File: config.mk
export PLATFORM = sky130hd
export DESIGN_NAME = sys1_input_ctrl_flat
export DESIGN_NICKNAME = d
export VERILOG_FILES = /design/src/rtl/sys1_input_pkg.sv /design/src/rtl/sys1_input_ctrl_if.sv /design/src/rtl/sys1_coin_shaper.sv /design/src/rtl/sys1_input_ctrl.sv /design/src/flat_wrapper.sv
export SDC_FILE = /design/constraint.sdc
export NUM_CORES = 1
export LEC_CHECK = 0
export ABC_CLOCK_PERIOD_IN_PS = 1480
export BUFFER_PORTS_ARGS = -buffer_cell sky130_fd_sc_hd__buf_2
export CAP_MARGIN = 20
export CORE_UTILIZATION = 41
export DETAILED_ROUTE_END_ITERATION = 10
export GPL_TIMING_DRIVEN = 0
export PLACE_DENSITY = 0.71
export SLEW_MARGIN = 30
export SYNTH_ARGS = -nofsm -noshare
export SYNTH_HDL_FRONTEND = slang
export SYNTH_HIERARCHICAL = 1
export SYNTH_SLANG_ARGS = --single-unit
export TNS_END_PERCENT = 10
File: constraint.sdc
create_clock -name clk_sys -period 1.48 [get_ports clk_sys]
set_input_delay 0.222 -clock clk_sys [delete_from_list [all_inputs] [get_ports clk_sys]]
set_output_delay 0.222 -clock clk_sys [all_outputs]
set_load 0.01 [all_outputs]
File: src/rtl/sys1_input_pkg.sv
// sys1_input_pkg: shared constants and types for the SYS1 input controller.
//   - PS/2 scancodes recognised by the key latches
//   - joystick word and output port bit positions
//   - coin shaper state enum and frame-count limits
//   - helpers that map joystick bits to a control set and a control set to
//     an active-low player port byte
package sys1_input_pkg;

    localparam int unsigned COIN_FRAMES_MAX = 15;
    localparam int unsigned COIN_CNT_W      = 4;

    // PS/2 set-2 scancodes
    localparam logic [7:0] SC_P1_UP    = 8'h75;
    localparam logic [7:0] SC_P1_DOWN  = 8'h72;
    localparam logic [7:0] SC_P1_LEFT  = 8'h6B;
    localparam logic [7:0] SC_P1_RIGHT = 8'h74;
    localparam logic [7:0] SC_P1_TRIG1 = 8'h29;
    localparam logic [7:0] SC_P1_TRIG2 = 8'h14;
    localparam logic [7:0] SC_F1       = 8'h05;
    localparam logic [7:0] SC_F2       = 8'h06;
    localparam logic [7:0] SC_START1   = 8'h16;
    localparam logic [7:0] SC_START2   = 8'h1E;
    localparam logic [7:0] SC_COIN1    = 8'h2E;
    localparam logic [7:0] SC_COIN2    = 8'h36;
    localparam logic [7:0] SC_P2_UP    = 8'h2D;
    localparam logic [7:0] SC_P2_DOWN  = 8'h2B;
    localparam logic [7:0] SC_P2_LEFT  = 8'h23;
    localparam logic [7:0] SC_P2_RIGHT = 8'h34;
    localparam logic [7:0] SC_P2_TRIG1 = 8'h1C;
    localparam logic [7:0] SC_P2_TRIG2 = 8'h1B;

    // Joystick word bit positions
    localparam int unsigned JOY_R      = 0;
    localparam int unsigned JOY_L      = 1;
    localparam int unsigned JOY_D      = 2;
    localparam int unsigned JOY_U      = 3;
    localparam int unsigned JOY_TRIG1  = 4;
    localparam int unsigned JOY_TRIG2  = 5;
    localparam int unsigned JOY_START1 = 6;
    localparam int unsigned JOY_START2 = 7;
    localparam int unsigned JOY_COIN   = 8;

    // Player port (INP0/INP1) bit positions, active-low
    localparam int unsigned PB_L     = 7;
    localparam int unsigned PB_R     = 6;
    localparam int unsigned PB_U     = 5;
    localparam int unsigned PB_D     = 4;
    localparam int unsigned PB_TRIG2 = 2;
    localparam int unsigned PB_TRIG1 = 1;

    // System port (INP2) bit positions, active-low
    localparam int unsigned SB_START2 = 5;
    localparam int unsigned SB_START1 = 4;
    localparam int unsigned SB_COIN   = 0;

    typedef enum logic [1:0] {
        COIN_IDLE  = 2'd0,
        COIN_PULSE = 2'd1,
        COIN_LOCK  = 2'd2
    } coin_state_e;

    typedef struct packed {
        logic u;
        logic d;
        logic l;
        logic r;
        logic t1;
        logic t2;
    } ctrl_t;

    typedef struct packed {
        ctrl_t p1;
        ctrl_t p2;
        logic  f1;
        logic  f2;
        logic  start1;
        logic  start2;
        logic  coin1;
        logic  coin2;
    } key_latch_t;

    function automatic ctrl_t joy_ctrl(input logic [5:0] j);
        ctrl_t c;
        c.u  = j[JOY_U];
        c.d  = j[JOY_D];
        c.l  = j[JOY_L];
        c.r  = j[JOY_R];
        c.t1 = j[JOY_TRIG1];
        c.t2 = j[JOY_TRIG2];
        return c;
    endfunction

    function automatic logic [7:0] pack_player(input ctrl_t c);
        logic [7:0] p;
        p           = 8'hFF;
        p[PB_L]     = ~c.l;
        p[PB_R]     = ~c.r;
        p[PB_U]     = ~c.u;
        p[PB_D]     = ~c.d;
        p[PB_TRIG2] = ~c.t2;
        p[PB_TRIG1] = ~c.t1;
        return p;
    endfunction

endpackage

File: src/rtl/sys1_input_ctrl_if.sv
// sys1_input_ctrl_if: bundles the controller's input sources and port outputs.
//   ps2_key   [10] toggle strobe, [9] pressed, [8] extended, [7:0] scancode
//   joystk1/2 joystick words
//   vblank    vertical blank, clk_sys domain
//   cabinet   1 = cocktail, 0 = upright
//   INP0/1/2  active-low player 1, player 2 and system ports
//   coin_busy coin shaper not idle
// master: the source side (drives inputs, reads ports); slave: the controller.
interface sys1_input_ctrl_if;
    logic [10:0] ps2_key;
    logic [15:0] joystk1;
    logic [15:0] joystk2;
    logic        vblank;
    logic        cabinet;
    logic [7:0]  INP0;
    logic [7:0]  INP1;
    logic [7:0]  INP2;
    logic        coin_busy;

    modport master (
        output ps2_key, joystk1, joystk2, vblank, cabinet,
        input  INP0, INP1, INP2, coin_busy
    );

    modport slave (
        input  ps2_key, joystk1, joystk2, vblank, cabinet,
        output INP0, INP1, INP2, coin_busy
    );
endinterface

File: src/rtl/sys1_coin_shaper.sv
// sys1_coin_shaper: turns a raw coin level into one fixed-length pulse of
// COIN_FRAMES vblank rising edges, then locks out until the coin is released.
//   clk_sys, rst_n  clock / async active-low reset
//   raw_coin        combined coin request level
//   vblank          vertical blank level
//   coin_pulse      next-cycle pulse level (registered by the caller)
//   busy            state is not IDLE
//
//   state | meaning
//   IDLE  | waiting for a raw coin rising edge
//   PULSE | coin asserted, counting vblank rising edges
//   LOCK  | coin deasserted, waiting for raw coin to go low
module sys1_coin_shaper
    import sys1_input_pkg::*;
#(
    parameter int unsigned COIN_FRAMES = 3
) (
    input  logic clk_sys,
    input  logic rst_n,
    input  logic raw_coin,
    input  logic vblank,
    output logic coin_pulse,
    output logic busy
);

    localparam int unsigned FRAMES_EFF =
        (COIN_FRAMES > COIN_FRAMES_MAX) ? COIN_FRAMES_MAX :
        (COIN_FRAMES == 0)              ? 1 : COIN_FRAMES;
    localparam logic [COIN_CNT_W-1:0] FRAMES = COIN_CNT_W'(FRAMES_EFF);

    coin_state_e           state, state_nxt;
    logic [COIN_CNT_W-1:0] cnt, cnt_nxt;
    logic                  coin_q;
    logic                  vb_q;
    logic                  coin_rise;
    logic                  vb_rise;

    // coin_q resets to 1 so a coin held through reset is not taken as a
    // new press; it must be seen low first.
    assign coin_rise = raw_coin & ~coin_q;
    assign vb_rise   = vblank & ~vb_q;

    always_ff @(posedge clk_sys or negedge rst_n) begin
        if (!rst_n) begin
            state  <= COIN_IDLE;
            cnt    <= '0;
            coin_q <= 1'b1;
            vb_q   <= 1'b1;
        end else begin
            state  <= state_nxt;
            cnt    <= cnt_nxt;
            coin_q <= raw_coin;
            vb_q   <= vblank;
        end
    end

    always_comb begin
        state_nxt = state;
        cnt_nxt   = cnt;
        case (state)
            COIN_IDLE: begin
                // a vblank edge in this same cycle is deliberately not counted
                if (coin_rise) begin
                    state_nxt = COIN_PULSE;
                    cnt_nxt   = '0;
                end
            end
            COIN_PULSE: begin
                if (vb_rise) begin
                    if (cnt + COIN_CNT_W'(1) == FRAMES) begin
                        state_nxt = COIN_LOCK;
                        cnt_nxt   = '0;
                    end else begin
                        cnt_nxt = cnt + COIN_CNT_W'(1);
                    end
                end
            end
            COIN_LOCK: begin
                if (!raw_coin) begin
                    state_nxt = COIN_IDLE;
                end
            end
            default: begin
                state_nxt = COIN_IDLE;
                cnt_nxt   = '0;
            end
        endcase
    end

    // Taken from the next state so the caller's port register lines up with
    // the state register.
    assign coin_pulse = (state_nxt == COIN_PULSE);
    assign busy       = (state != COIN_IDLE);

endmodule

File: src/rtl/sys1_input_ctrl.sv
// sys1_input_ctrl: merges PS/2 keys and two joysticks into three active-low
// arcade input ports.
//   clk_sys  system clock (48 MHz)
//   rst_n    async active-low reset
//   bus      sys1_input_ctrl_if.slave: ps2_key, joystk1/2, vblank, cabinet in;
//            INP0/INP1/INP2, coin_busy out
// Build option: define SYS1_COIN_SHAPER_EN to shape the coin bit into a
// fixed vblank-counted pulse; otherwise the coin bit is the registered raw
// coin level and coin_busy is tied low.
module sys1_input_ctrl
    import sys1_input_pkg::*;
#(
    parameter int unsigned COIN_FRAMES = 3
) (
    input  logic              clk_sys,
    input  logic              rst_n,
    sys1_input_ctrl_if.slave  bus
);

    logic       toggle_q;
    logic       key_evt;
    logic       pressed;
    key_latch_t keys;
    ctrl_t      p1, p2;
    logic       start1, start2, raw_coin, coin_bit;
    logic [7:0] sys_word;
    logic [7:0] inp0_q, inp1_q, inp2_q;

    assign key_evt = bus.ps2_key[10] ^ toggle_q;
    assign pressed = bus.ps2_key[9];

    // Arrow codes match with or without the extended prefix.
    always_ff @(posedge clk_sys or negedge rst_n) begin
        if (!rst_n) begin
            toggle_q <= 1'b0;
            keys     <= '0;
        end else begin
            toggle_q <= bus.ps2_key[10];
            if (key_evt) begin
                case (bus.ps2_key[7:0])
                    SC_P1_UP:    keys.p1.u   <= pressed;
                    SC_P1_DOWN:  keys.p1.d   <= pressed;
                    SC_P1_LEFT:  keys.p1.l   <= pressed;
                    SC_P1_RIGHT: keys.p1.r   <= pressed;
                    SC_P1_TRIG1: keys.p1.t1  <= pressed;
                    SC_P1_TRIG2: keys.p1.t2  <= pressed;
                    SC_F1:       keys.f1     <= pressed;
                    SC_F2:       keys.f2     <= pressed;
                    SC_START1:   keys.start1 <= pressed;
                    SC_START2:   keys.start2 <= pressed;
                    SC_COIN1:    keys.coin1  <= pressed;
                    SC_COIN2:    keys.coin2  <= pressed;
                    SC_P2_UP:    keys.p2.u   <= pressed;
                    SC_P2_DOWN:  keys.p2.d   <= pressed;
                    SC_P2_LEFT:  keys.p2.l   <= pressed;
                    SC_P2_RIGHT: keys.p2.r   <= pressed;
                    SC_P2_TRIG1: keys.p2.t1  <= pressed;
                    SC_P2_TRIG2: keys.p2.t2  <= pressed;
                    default: ;
                endcase
            end
        end
    end

    // Opposing directions are passed through as-is.
    always_comb begin
        p2 = keys.p2 | joy_ctrl(bus.joystk2[5:0]);
        p1 = keys.p1 | joy_ctrl(bus.joystk1[5:0]);
        if (!bus.cabinet) begin
            p1 = p1 | p2;
        end
        start1   = keys.f1 | keys.start1 | bus.joystk1[JOY_START1] | bus.joystk2[JOY_START1];
        start2   = keys.f2 | keys.start2 | bus.joystk1[JOY_START2] | bus.joystk2[JOY_START2];
        raw_coin = keys.f1 | keys.f2 | keys.coin1 | keys.coin2
                 | bus.joystk1[JOY_COIN] | bus.joystk2[JOY_COIN];
    end

`ifdef SYS1_COIN_SHAPER_EN
    logic coin_pulse;
    logic shaper_busy;
    logic unused_bits;

    sys1_coin_shaper #(
        .COIN_FRAMES (COIN_FRAMES)
    ) u_coin_shaper (
        .clk_sys    (clk_sys),
        .rst_n      (rst_n),
        .raw_coin   (raw_coin),
        .vblank     (bus.vblank),
        .coin_pulse (coin_pulse),
        .busy       (shaper_busy)
    );

    assign coin_bit      = coin_pulse;
    assign bus.coin_busy = shaper_busy;
    assign unused_bits   = ^{bus.ps2_key[8], bus.joystk1[15:9], bus.joystk2[15:9]};
`else
    logic unused_bits;

    assign coin_bit      = raw_coin;
    assign bus.coin_busy = 1'b0;
    assign unused_bits   = ^{bus.ps2_key[8], bus.joystk1[15:9], bus.joystk2[15:9],
                             bus.vblank, COIN_FRAMES[0]};
`endif

    always_comb begin
        sys_word            = 8'hFF;
        sys_word[SB_START2] = ~start2;
        sys_word[SB_START1] = ~start1;
        sys_word[SB_COIN]   = ~coin_bit;
    end

    always_ff @(posedge clk_sys or negedge rst_n) begin
        if (!rst_n) begin
            inp0_q <= 8'hFF;
            inp1_q <= 8'hFF;
            inp2_q <= 8'hFF;
        end else begin
            inp0_q <= pack_player(p1);
            inp1_q <= pack_player(p2);
            inp2_q <= sys_word;
        end
    end

    assign bus.INP0 = inp0_q;
    assign bus.INP1 = inp1_q;
    assign bus.INP2 = inp2_q;

endmodule

File: src/flat_wrapper.sv
// flat-port wrapper written by rule: the top's interface ports become plain ports
module sys1_input_ctrl_flat import sys1_input_pkg::*;
#(
    parameter int unsigned COIN_FRAMES = 3
)
  (clk_sys, rst_n, bus_ps2_key, bus_joystk1, bus_joystk2, bus_vblank, bus_cabinet, bus_INP0, bus_INP1, bus_INP2, bus_coin_busy);
  sys1_input_ctrl_if bus_i ();
  input  logic clk_sys;
  input  logic rst_n;
  input wire logic [$bits(bus_i.ps2_key)-1:0] bus_ps2_key;
  input wire logic [$bits(bus_i.joystk1)-1:0] bus_joystk1;
  input wire logic [$bits(bus_i.joystk2)-1:0] bus_joystk2;
  input wire logic [$bits(bus_i.vblank)-1:0] bus_vblank;
  input wire logic [$bits(bus_i.cabinet)-1:0] bus_cabinet;
  output wire logic [$bits(bus_i.INP0)-1:0] bus_INP0;
  output wire logic [$bits(bus_i.INP1)-1:0] bus_INP1;
  output wire logic [$bits(bus_i.INP2)-1:0] bus_INP2;
  output wire logic [$bits(bus_i.coin_busy)-1:0] bus_coin_busy;
  assign bus_i.ps2_key = bus_ps2_key;
  assign bus_i.joystk1 = bus_joystk1;
  assign bus_i.joystk2 = bus_joystk2;
  assign bus_i.vblank = bus_vblank;
  assign bus_i.cabinet = bus_cabinet;
  assign bus_INP0 = bus_i.INP0;
  assign bus_INP1 = bus_i.INP1;
  assign bus_INP2 = bus_i.INP2;
  assign bus_coin_busy = bus_i.coin_busy;
  sys1_input_ctrl #(.COIN_FRAMES(COIN_FRAMES)) u_core (.clk_sys(clk_sys), .rst_n(rst_n), .bus(bus_i));
endmodule
Word-level counts from Yosys, hierarchy flattened --
Cells that the tools add are included.
Word-level totals: bits of input ports 47, output and inout port bits 25, word-level logic and storage cells 89, bits in registers 34
Cells by class: equality and inequality tests 18, reductions and logical operators 18, multiplexer cells 1, bitwise logic cells 30
Operators with widths (count):
- $eq 8x6->1 const B | 7
- $eq 8x5->1 const B | 5
- $reduce_and 2->1 | 18
- $eq 8x7->1 const B | 4
- $or 6x6->6 | 3
- $eq 8x3->1 const B | 2
- $not 1->1 | 15
- $or 1x1->1 | 11
- $mux 6 | 1
- $xor 1x1->1 | 1

Depth between registers and ports, before layout --
word-level depth 6, mapped depth 4, mapped depth without buffers 3

Worst setup path before layout --
Ideal clock, no wire load.
path kind input to register, start point in bus_ps2_key[7], end point reg u_core/keys[6] in the netlist's numbering, path buffers 1, data arrival time 1385 ps, setup time 125 ps, data required time 1355 ps, path slack -30 ps, stages on the path 4, cells stage by stage or3b_1 -> clkbuf_2 -> nor4b_1 -> mux2_2
Between the ends: longest elaborated chain between the ends 2
Ends and longest elaborated chain:
- start: declaration | RTL line flat_wrapper.sv:10 | input wire logic [$bits(bus_i.ps2_key)-1:0] bus_ps2_key;
- $eq 8x5->1 | RTL line sys1_input_ctrl.sv:40 | case (bus.ps2_key[7:0])
- $reduce_and 2->1 (no line)
- end: declaration | RTL line sys1_input_ctrl.sv:23 | key_latch_t keys;
Every way passes these cells. A chain may end at the register's enable or synchronous reset.

Worst setup path after layout --
start point reg u_core.toggle_q, end point reg u_core/keys[12] in the netlist's numbering
Between the ends: longest elaborated chain between the ends 2
Ends and longest elaborated chain:
- start: declaration | RTL line sys1_input_ctrl.sv:20 | logic toggle_q;
- start signal: assignment | RTL line sys1_input_ctrl.sv:38 | toggle_q <= bus.ps2_key[10];
- $xor 1x1->1 | RTL line sys1_input_ctrl.sv:29 | assign key_evt = bus.ps2_key[10] ^ toggle_q;
- $reduce_and 2->1 (no line)
Every way passes these cells.

==> impl_metrics.sql <==
INSERT INTO impl_metrics (metric_group, metric, value, unit) VALUES
('route', 'dr.first_iter.drc_count', '51', ''),
('final_layout', 'nFillCells', '288', ''),
('final_layout', 'area.sequential', '871', 'sq um'),
('setup_path', 'worst_path_dominant_cell_family', 'flip-flops', ''),
('global_route', 'number_of_antenna_violations_at_the_first_check_in_global_routing', '0', ''),
('cts', 'clk_path_buf_depth', '2', ''),
('placed_design', 'placed_cells', '226', ''),
('sta', 'setup_ws', '-0.0188', 'ns'),
('cts', 'cts_tree', 'yes', ''),
('setup_path', 'cp_slowest_stage_delay', '0.44', 'ns'),
('cts', 'number_of_buffers_created_by_cts', '5', ''),
('cts', 'cts.htree.levels', '2', ''),
('final_layout', 'multi_input_area', '808', 'sq um'),
('sta', 'final_hold_violation_count', '6', ''),
('synth', 'post-synth-top-area-cell', 'sky130_fd_sc_hd__dfrtp_1', ''),
('sta', 'count_of_endpoints_failing_setup_in_the_final_report', '4', ''),
('setup_path', 'critPathKind', 'flip-flop to flip-flop', ''),
('synth', 'synthMostInstantiatedCell', 'sky130_fd_sc_hd__dfrtp_1', ''),
('pwr', 'max-vdd-ir-drop', '0.000388', 'V'),
('final_layout', 'insertedDiodeCount', '0', ''),
('sta', 'fin_worst_hold_slack', '-0.00536', 'ns'),
('setup_path', 'cp_data_arrival_time', '1.67', 'ns'),
('floorplan', 'initial_core_util', '0.428', ''),
('global_route', 'grt_first_pass_wirelength', '5730', 'microns'),
('final_layout', 'final_cell_count_no_fill', '236', ''),
('final_layout', 'nNetsFinal', '234', ''),
('sta', 'period_needed', '1.50', 'ns'),
('route', 'drt-vias-per-instance', '5.19', ''),
('setup_path', 'crit_cells', '4', ''),
('synth', 'muxShareOfSynthArea', '0.129', ''),
('sta', 'setup_repair_after_global_routing_missed_its_margin', 'true', ''),
('synth', 'largest_family_of_logic_cells_by_synthesized_area', 'simple AND/OR/NAND/NOR gates', ''),
('setup_path', 'worst-endpoint-required', '1.66', 'ns'),
('cts', 'clkLatencyLatePin', '0.29', 'ns'),
('synth', 'post_synth_top_cells', 'sky130_fd_sc_hd__dfrtp_1 (19), sky130_fd_sc_hd__mux2_2 (16), sky130_fd_sc_hd__dfstp_2 (15), sky130_fd_sc_hd__nor2_1 (12), sky130_fd_sc_hd__nor3_1 (11)', ''),
('setup_path', 'critical_path.cell_chain', 'xnor2_4, buf_6, nor4_4, mux2_4', ''),
('synth', 'ys_warn_count', '6', ''),
('final_layout', 'area_delta_synth_final', '38.7', '%'),
('synth', 'synth_async_sr_flop_share', '1.00', ''),
('setup_path', 'timing.critical_path.slowest_stage_cell', 'sky130_fd_sc_hd__dfrtp_2', ''),
('global_route', 'global_route_overflow', '0', ''),
('synth', 'post_synth_fa_ha_maj_area_fraction', '0', ''),
('route', 'firstDrtPassIters', '4', ''),
('synth', 'yosys.area_share.xor_xnor', '0.0112', ''),
('setup_path', 'r2r.worst_path.cells', '4', ''),
('synth', 'synth_compound_gate_area_share', '0', ''),
('placed_design', 'estimated_wirelength_of_the_detail_placed_design', '2400', 'microns'),
('outcome', 'failed_checks', 'hold timing, setup timing', ''),
('route', 'route.detailed.wl_per_inst', '15.4', 'microns'),
('synth', 'synth_enable_flop_cells', '0', ''),
('sta', 'worstMarginPinSlew', '0.754', 'ns'),
('setup_path', 'startpoint_type', 'flip-flop', ''),
('synth', 'synth-simple-area-share', '0.240', ''),
('floorplan', 'core_area', '0.00366', 'sq mm'),
('placed_design', 'io_buffer_count', '45', ''),
('floorplan', 'ios', '72', ''),
('synth', 'yosys_register_bits', '34', ''),
('synth', 'netlist.area_leader.share', '0.304', ''),
('synth', 'post_synth_main_area_contributors', 'sky130_fd_sc_hd__dfrtp_1 (30%), sky130_fd_sc_hd__dfstp_2 (25%), sky130_fd_sc_hd__mux2_2 (12%)', ''),
('synth', 'postSynthAreaPerCell', '12.5', 'sq um'),
('global_route', 'maximum_number_of_pins_on_one_net_before_global_route_repair', '35', ''),
('synth', 'yosys.cell_types.count', '30', ''),
('synth', 'synthesis.instances', '125', ''),
('final_layout', 'final_core_utilization', '0.594', ''),
('route', 'count_of_nets_left_with_antenna_violations_after_detail_routing', '0', ''),
('sta', 'post_route_skew', '0.00405', 'ns'),
('outcome', 'run_status', 'finished with violations', ''),
('run', 'cap_viol_max_count', '0', ''),
('setup_path', 'worst-path-buf-inv', '1', ''),
('cts', 'clock_sinks', '34', ''),
('final_layout', 'layout-drive-gt1-share', '0.617', '');
-- final timing paths --
check                                       startpoint                            to  slack (ns)
max reg2reg                  u_core/toggle_q$_DFF_PN0_   u_core/keys[12]$_DFFE_PN0P_       -0.02
min reg2reg                u_core/keys[14]$_DFFE_PN0P_  u_core/bus.INP0[6]$_DFF_PN1_        0.39
max in group asynchronous                        rst_n     u_core/toggle_q$_DFF_PN0_        0.97
min                                              rst_n    u_core/keys[5]$_DFFE_PN0P_      -0.005
min in group clk_sys                    bus_joystk1[0]  u_core/bus.INP0[6]$_DFF_PN1_        0.05
max                          u_core/toggle_q$_DFF_PN0_   u_core/keys[12]$_DFFE_PN0P_       -0.02
-- metrics by stage --
stage                     hold WS (ns)  cell area [sq um]  power [W]  TNS (ns)  worst slack (ns)
final                         -0.00536               2170    0.00204   -0.0604           -0.0188
after global routing            0.0423               2170    0.00213    -0.208           -0.0556
after CTS                       0.0123               2120    0.00202   -0.0223           -0.0104
after detailed placement         0.322               1890    0.00129     -2.44            -0.267
after global placement           0.300               1890    0.00127     -2.28            -0.245
after floorplan                -0.0736               1600    0.00117   -0.0597           -0.0268
-- cell usage in the layout (no fill, tap or decap), types with 2 or more instances in the layout --
cell / instances
sky130_fd_sc_hd__and4b_1: 2
sky130_fd_sc_hd__nor2_1: 12
sky130_fd_sc_hd__clkbuf_8: 6
sky130_fd_sc_hd__nand4b_1: 2
sky130_fd_sc_hd__buf_2: 46
sky130_fd_sc_hd__buf_4: 11
sky130_fd_sc_hd__mux2_2: 11
sky130_fd_sc_hd__nor3_1: 8
sky130_fd_sc_hd__nand4_1: 5
sky130_fd_sc_hd__conb_1: 10
sky130_fd_sc_hd__dfstp_2: 15
sky130_fd_sc_hd__nor4_1: 2
sky130_fd_sc_hd__nor4_4: 6
sky130_fd_sc_hd__mux2_1: 2
sky130_fd_sc_hd__nand4bb_1: 2
sky130_fd_sc_hd__dfrtp_1: 18
sky130_fd_sc_hd__nor4b_2: 4
sky130_fd_sc_hd__mux2_4: 5
sky130_fd_sc_hd__nor3_2: 3
sky130_fd_sc_hd__buf_6: 2
sky130_fd_sc_hd__clkbuf_1: 3
-- power by group --
| group | leakage, nW | switching (W) | total, W | internal (W) |
|---|---|---|---|---|
| logic | 0.509 | 0.000174 | 0.000310 | 0.000136 |
| registers | 0.416 | 0.0000238 | 0.00102 | 0.000997 |
| clock network | 0.0482 | 0.000333 | 0.000708 | 0.000375 |
-- area by class of cell --
cell class                 instances  area share
tap                               48      0.0276
buffer                            14      0.0455
sequential                        34       0.401
clock inverter                     1     0.00230
timing repair buffer              47       0.112
multi-input combinational         85       0.372
clock buffer                       7      0.0397
-- state kept, by name, indices dropped and copies added (netlist names) --
signal           count
u_core/bus.INP2      3
u_core/keys         18
u_core/toggle_q      1
u_core/bus.INP1      6
u_core/bus.INP0      6
-- kinds of logic (layout without fill, tap and decap cells) --
kind of cell / count (synthesis) / in the layout
other cells: 2 / 10
flops: 34 / 34
buf+inv: 14 / 69
simple gates: 55 / 55
xor+xnor: 2 / 2
mux: 18 / 18
-- what timing repair did --
action	in CTS	in global routing
endpoints found under the setup margin	10	17
buffers inserted	1	0
gates resized for setup	23	9
pin swaps	4	1
hold buffers	0	0
cloned	1	0
-- per-layer routing --
layer	GRT usage	share of wire	up-vias
li1	-	-	569
met1	0.219	0.40	597
met2	0.315	0.53	50
met3	0.0536	0.050	9
met4	0.128	0.027	0
met5	0	0	-
Note: power is estimated with default switching activity, not from simulation.
